## src/rtl/mlp_pkg.sv

```systemverilog
// ============================================================================
//  mlp_pkg
//  Shared widths, latency, FSM encoding and saturation helper for the MLP sequencer.
//  Revision: 1.0
// ============================================================================
`default_nettype none

package mlp_pkg;

   localparam int DW_IN      = 10;
   localparam int DW_OUT     = 11;
   localparam int NEURON_LAT = 2;

   typedef enum logic [2:0] {
      S_IDLE    = 3'd0,
      S_LOAD    = 3'd1,
      S_ISSUE   = 3'd2,
      S_WAIT    = 3'd3,
      S_CAPTURE = 3'd4,
      S_DONE    = 3'd5
   } state_t;

   // Clamp an unsigned neuron result to the neuron input width.
   function automatic logic [DW_IN-1:0] sat(input logic [DW_OUT-1:0] v);
      return v[DW_OUT-1] ? {DW_IN{1'b1}} : v[DW_IN-1:0];
   endfunction

endpackage

`default_nettype wire

```

## src/rtl/mlp_sequencer.sv

```systemverilog
// ============================================================================
//  mlp_sequencer
//  Time-multiplexes one shared 3-input ReLU neuron over the hidden and output layers.
//  Revision: 1.0
// ============================================================================
`default_nettype none

module mlp_sequencer #(
   parameter int N_IN       = 2,
   parameter int N_HIDDEN   = 2,
   parameter int NEURON_LAT = mlp_pkg::NEURON_LAT,
   parameter int DW_IN      = mlp_pkg::DW_IN,
   parameter int DW_OUT     = mlp_pkg::DW_OUT
) (
   input  logic              clk,
   input  logic              rst_n,
   input  logic              start,
   input  logic [DW_IN-1:0]  x0,
   input  logic [DW_IN-1:0]  x1,
   input  logic [DW_IN-1:0]  x2,
   output logic              busy,
   output logic              done,
   output logic [DW_OUT-1:0] y,
   output logic [DW_IN-1:0]  nrn_in1,
   output logic [DW_IN-1:0]  nrn_in2,
   output logic [DW_IN-1:0]  nrn_in3,
   output logic [1:0]        wsel,
   input  logic [DW_OUT-1:0] nrn_out
);
   import mlp_pkg::*;

   localparam int              c_CW        = (NEURON_LAT > 2) ? $clog2(NEURON_LAT) : 1;
   localparam logic [c_CW-1:0] c_WAIT_LAST = c_CW'((NEURON_LAT > 1) ? NEURON_LAT - 2 : 0);
   localparam logic [1:0]      c_K_OUT     = 2'(N_HIDDEN);

   state_t            r_state;
   logic [1:0]        r_k;
   logic [c_CW-1:0]   r_wait;
   logic              r_busy;
   logic              r_done;
   logic [DW_OUT-1:0] r_y;
   logic [1:0]        r_wsel;
   logic [DW_IN-1:0]  r_x  [3];
   logic [DW_IN-1:0]  r_h  [3];
   logic [DW_IN-1:0]  r_op [3];

   logic [DW_IN-1:0]  w_h_next   [3];
   logic [DW_IN-1:0]  w_hid_op   [3];
   logic [DW_IN-1:0]  w_out_op   [3];
   logic [1:0]        w_k_inc;

   assign w_k_inc = r_k + 2'd1;

   // The output-neuron operands must see the hidden result captured in the same edge.
   always_comb begin
      w_h_next = r_h;
      if (r_state == S_CAPTURE && r_k < c_K_OUT)
         w_h_next[r_k] = sat(nrn_out);
   end

   for (genvar i = 0; i < 3; i++) begin : g_op
      assign w_hid_op[i] = (i < N_IN)     ? r_x[i]      : '0;
      assign w_out_op[i] = (i < N_HIDDEN) ? w_h_next[i] : '0;
   end

   always_ff @(posedge clk or negedge rst_n) begin
      if (!rst_n) begin
         r_state <= S_IDLE;
         r_k     <= '0;
         r_wait  <= '0;
         r_busy  <= 1'b0;
         r_done  <= 1'b0;
         r_y     <= '0;
         r_wsel  <= '0;
         r_x     <= '{default: '0};
         r_h     <= '{default: '0};
         r_op    <= '{default: '0};
      end else begin
         r_done <= 1'b0;
         case (r_state)
            S_IDLE: begin
               if (start) begin
                  r_x[0]  <= x0;
                  r_x[1]  <= x1;
                  r_x[2]  <= x2;
                  r_k     <= '0;
                  r_busy  <= 1'b1;
                  r_state <= S_LOAD;
               end
            end
            S_LOAD: begin
               r_op    <= w_hid_op;
               r_wsel  <= 2'd0;
               r_state <= S_ISSUE;
            end
            S_ISSUE: begin
               r_wait <= '0;
               if (NEURON_LAT == 1)
                  r_state <= S_CAPTURE;
               else
                  r_state <= S_WAIT;
            end
            S_WAIT: begin
               if (r_wait == c_WAIT_LAST)
                  r_state <= S_CAPTURE;
               else
                  r_wait <= r_wait + 1'b1;
            end
            S_CAPTURE: begin
               if (r_k == c_K_OUT) begin
                  r_y     <= nrn_out;
                  r_done  <= 1'b1;
                  r_state <= S_DONE;
               end else begin
                  r_h     <= w_h_next;
                  r_k     <= w_k_inc;
                  r_wsel  <= w_k_inc;
                  if (w_k_inc == c_K_OUT)
                     r_op <= w_out_op;
                  else
                     r_op <= w_hid_op;
                  r_state <= S_ISSUE;
               end
            end
            S_DONE: begin
               r_busy  <= 1'b0;
               r_op    <= '{default: '0};
               r_wsel  <= '0;
               r_state <= S_IDLE;
            end
            default: r_state <= S_IDLE;
         endcase
      end
   end

   assign busy    = r_busy;
   assign done    = r_done;
   assign y       = r_y;
   assign wsel    = r_wsel;
   assign nrn_in1 = r_op[0];
   assign nrn_in2 = r_op[1];
   assign nrn_in3 = r_op[2];

endmodule

`default_nettype wire

```

## config.mk

```make
export PLATFORM = sky130hd
export DESIGN_NAME = mlp_sequencer
export DESIGN_NICKNAME = d
export VERILOG_FILES = /design/src/rtl/mlp_pkg.sv /design/src/rtl/mlp_sequencer.sv
export SDC_FILE = /design/constraint.sdc
export NUM_CORES = 1
export LEC_CHECK = 0
export ABC_AREA = 1
export CAP_MARGIN = 30
export CORE_UTILIZATION = 38
export DETAILED_ROUTE_END_ITERATION = 12
export GPL_ROUTABILITY_DRIVEN = 0
export GPL_TIMING_DRIVEN = 0
export MAX_ROUTING_LAYER = met4
export PLACE_DENSITY = 0.68
export SLEW_MARGIN = 10
export SYNTH_ARGS = -nofsm -noshare
export SYNTH_HDL_FRONTEND = slang
export SYNTH_SLANG_ARGS = --single-unit
```

## constraint.sdc

```tcl
create_clock -name clk -period 4.8 [get_ports clk]
set_clock_uncertainty 0.15 [all_clocks]
set_input_delay 0.96 -clock clk [delete_from_list [all_inputs] [get_ports clk]]
set_output_delay 0.96 -clock clk [all_outputs]
set_load 0.01 [all_outputs]
```

==> results.md <==
- Antenna diodes: 0
- Core area: 0.0103 sq mm
- Hold bufs inserted after CTS: 0
- Fin crit share: 50.4%
- Design area: 0.00512 sq mm
- Async SR Flop Fraction: 100%
- IO Pins: 89
- Synth Register Bits: 80
- Netlist cell types: 19
- Startpoint Class: flip-flop
- Die area: 0.0110 sq mm
- Initial antenna violation count: 0
- PD cells: 659 mW/mm^2
- WL met3: 470 um
- Die height: 105 um
- Number of setup buffers added after CTS: 0
- Largest net degree at the start of global routing: 43
- CTS max path bufs: 2
- Core Util, Final: 49.8%
- Final setup violation count: 0
- Root Driver: clkbuf_8
- Mean post-synth cell area: 7.78 sq um
- Gr ovfl total: 0
- Port buffer count: 68
- Slowest-stage cell, CP: clkdlybuf4s50_1
- Status: completed
- CTS H-Tree Depth: 3
- Top routing layer used: met4
- Fin. max-slew vios: 0
- Commonest non-fill, non-tap cell in the layout: nand2_1
- Critical setup path kind: reg -> out
- Core Rows: 37
- Via/cell ratio: 5.00
- Final Hold Fails: 0
- Crit-path max cell delay: 0.57 ns
- Num CTS Buffers: 9
- Slew headroom: 62.4%
- Die X: 105 um
- Most frequent cells in the layout: nand2_1, a21oi_1, dfrtp_1
- Total power: 3370 uW
- Inst Count DP: 732
- Final Non-Filler Cells: 748
- Post-CTS sizing: 0
- Total iterations of the first detailed-routing run: 5
- Synth Flop Type: dfrtp_1
- Peak Freq: 414 MHz
- Final Critical Period: 2.42 ns
- Worst-path clk slew: 0.08 ns
- Synth warn: 0
- Layout cells sized above 1: 8.66%
- Worst EP arrival: 1.31 ns
- Syn Inst Count: 518
- CTS tree: yes
- Min-delay worst type: reg -> reg
- Clock latency on the worst-skew pair: 0.35 ns
- VDD IR max: 0.000232 V
- Vias in the first global route: 3580
- Total GRT Usage: 20.6%
- Clock sinks: 80
- Fillers: 1022
- ANT nets after route: 0
- Worst path required time: 3.69 ns
- Initial drt markers: 162
- Worst-Margin Slew: 0.563 ns
- Maxcap violations: 0
- Post-synthesis sequential area ratio: 49.7%
- Metal-1 WL: 4.73 mm
- Initial Utilization: 39.2%
- Worst-path cell chain: clkdlybuf4s50_1
- P&R area growth vs syn: 27.1%
- Pleak: 0.00232 uW
- RSZ-0062 raised after global routing: false
- CP top delay family: buffers and inverters
- First-pass GRT wire length: 17.3 mm
- Buf+Inv Stages, Crit Path: 1
- Post-synth EDFFs: 0
- DRC violations left: 0
- NumNets Final: 654
- Avg WL per Cell: 14.2 um
- Met2 WL: 5.04 mm
- Hpwl dp: 7.60 mm
- Via Count: 3739
- Netlist Area Pre-Place: 0.00403 sq mm
- Largest fanout on the critical path: 2
- CP Capture Type: output port
- DRT Wirelength: 10.6 mm
- DP Area: 0.00493 sq mm
worst register-to-register path, delay by kind of cell, from the launching register on:
family | cells | cell delay [ns]
adder cells (fa/ha/maj) | 1 | 0.24
AO/OA/AOI/OAI | 1 | 0.07
flip-flops | 1 | 0.39
AND/OR/NAND/NOR | 2 | 0.34
buffers and inverters | 3 | 0.88
layout make-up:
| class | instances | area (sq um) | area share, % |
|---|---|---|---|
| Timing Repair Buffer | 69 | 698 | 13.6 |
| Clock buffer | 10 | 138 | 2.69 |
| Inverter | 34 | 128 | 2.49 |
| Tap cell | 136 | 170 | 3.33 |
| Multi-Input combinational cell | 372 | 1720 | 33.5 |
| Clock inverter | 6 | 50.0 | 0.978 |
| Buffer | 41 | 216 | 4.23 |
| Sequential cell | 80 | 2000 | 39.1 |
power by group:
part | internal [uW] | switching, uW
Clock | 209 | 266
Combinational | 705 | 989
Sequential | 999 | 204
final timing paths:
check / start / end / slack (ns) / cells after the start
max: nrn_in2[0]$_DFFE_PN0P_ / nrn_in2[0] / 2.38 / 1
min: y[1]$_DFFE_PN0P_ / y[1]$_DFFE_PN0P_ / 0.33 / 2
max reg2reg: r_k[1]$_DFFE_PN0P_ / nrn_in1[2]$_DFFE_PN0P_ / 2.63 / 7
min reg2reg: y[1]$_DFFE_PN0P_ / y[1]$_DFFE_PN0P_ / 0.33 / 2
max in group asynchronous: rst_n / r_h[15]$_DFFE_PN0P_ / 3.47 / 2
min in group asynchronous: rst_n / nrn_in2[4]$_DFFE_PN0P_ / 0.41 / 1
cell usage after synthesis (2+ instances only):
cell | number | area, sq um
a21oi_1 | 80 | 400
buf_2 | 20 | 100
buf_4 | 10 | 75.1
clkbuf_1 | 10 | 37.5
clkinv_1 | 2 | 7.51
dfrtp_1 | 80 | 2000
ha_1 | 3 | 37.5
inv_1 | 31 | 116
nand2_1 | 141 | 529
nand3_1 | 46 | 230
nor2_1 | 42 | 158
nor2_4 | 3 | 33.8
o21a_1 | 20 | 150
o21ai_0 | 25 | 125
flip-flops by register name, summed over array words and instances (netlist names):
name / flops
busy: 1
done: 1
nrn_in1: 10
nrn_in2: 10
r_h: 20
r_k: 2
r_state: 3
r_x: 20
wsel: 2
y: 11
layer usage:
| metal | vias to the layer above | GRT usage [%] |
|---|---|---|
| li1 | 1841 | - |
| met1 | 1766 | 25.9 |
| met2 | 105 | 32.9 |
| met3 | 27 | 2.74 |
| met4 | 0 | 10.3 |
| met5 | - | - |
metrics by stage:
step / setup WS, ns / setup TNS [ns] / hold slack [ns]
floorplan: 2.96 / 0 / 0.336
global placement: -0.255 / -19.94 / 0.307
detailed placement: 2.17 / 0 / 0.314
CTS: 2.37 / 0 / 0.334
global route: 2.34 / 0 / 0.347
finish: 2.38 / 0 / 0.327
cells by family (layout without fill, tap and decap cells):
logic type | after synthesis | in the layout | share of synthesized area (%)
DFF | 80 | 80 | 49.7
and+or+nand+nor | 233 | 233 | 23.8
other | 1 | 10 | 0.0931
AOI/OAI and AO/OA | 126 | 126 | 17.0
buffers and inverters | 75 | 160 | 8.54
adders and majority gates | 3 | 3 | 0.932
Power figures use the tool's default switching activity.
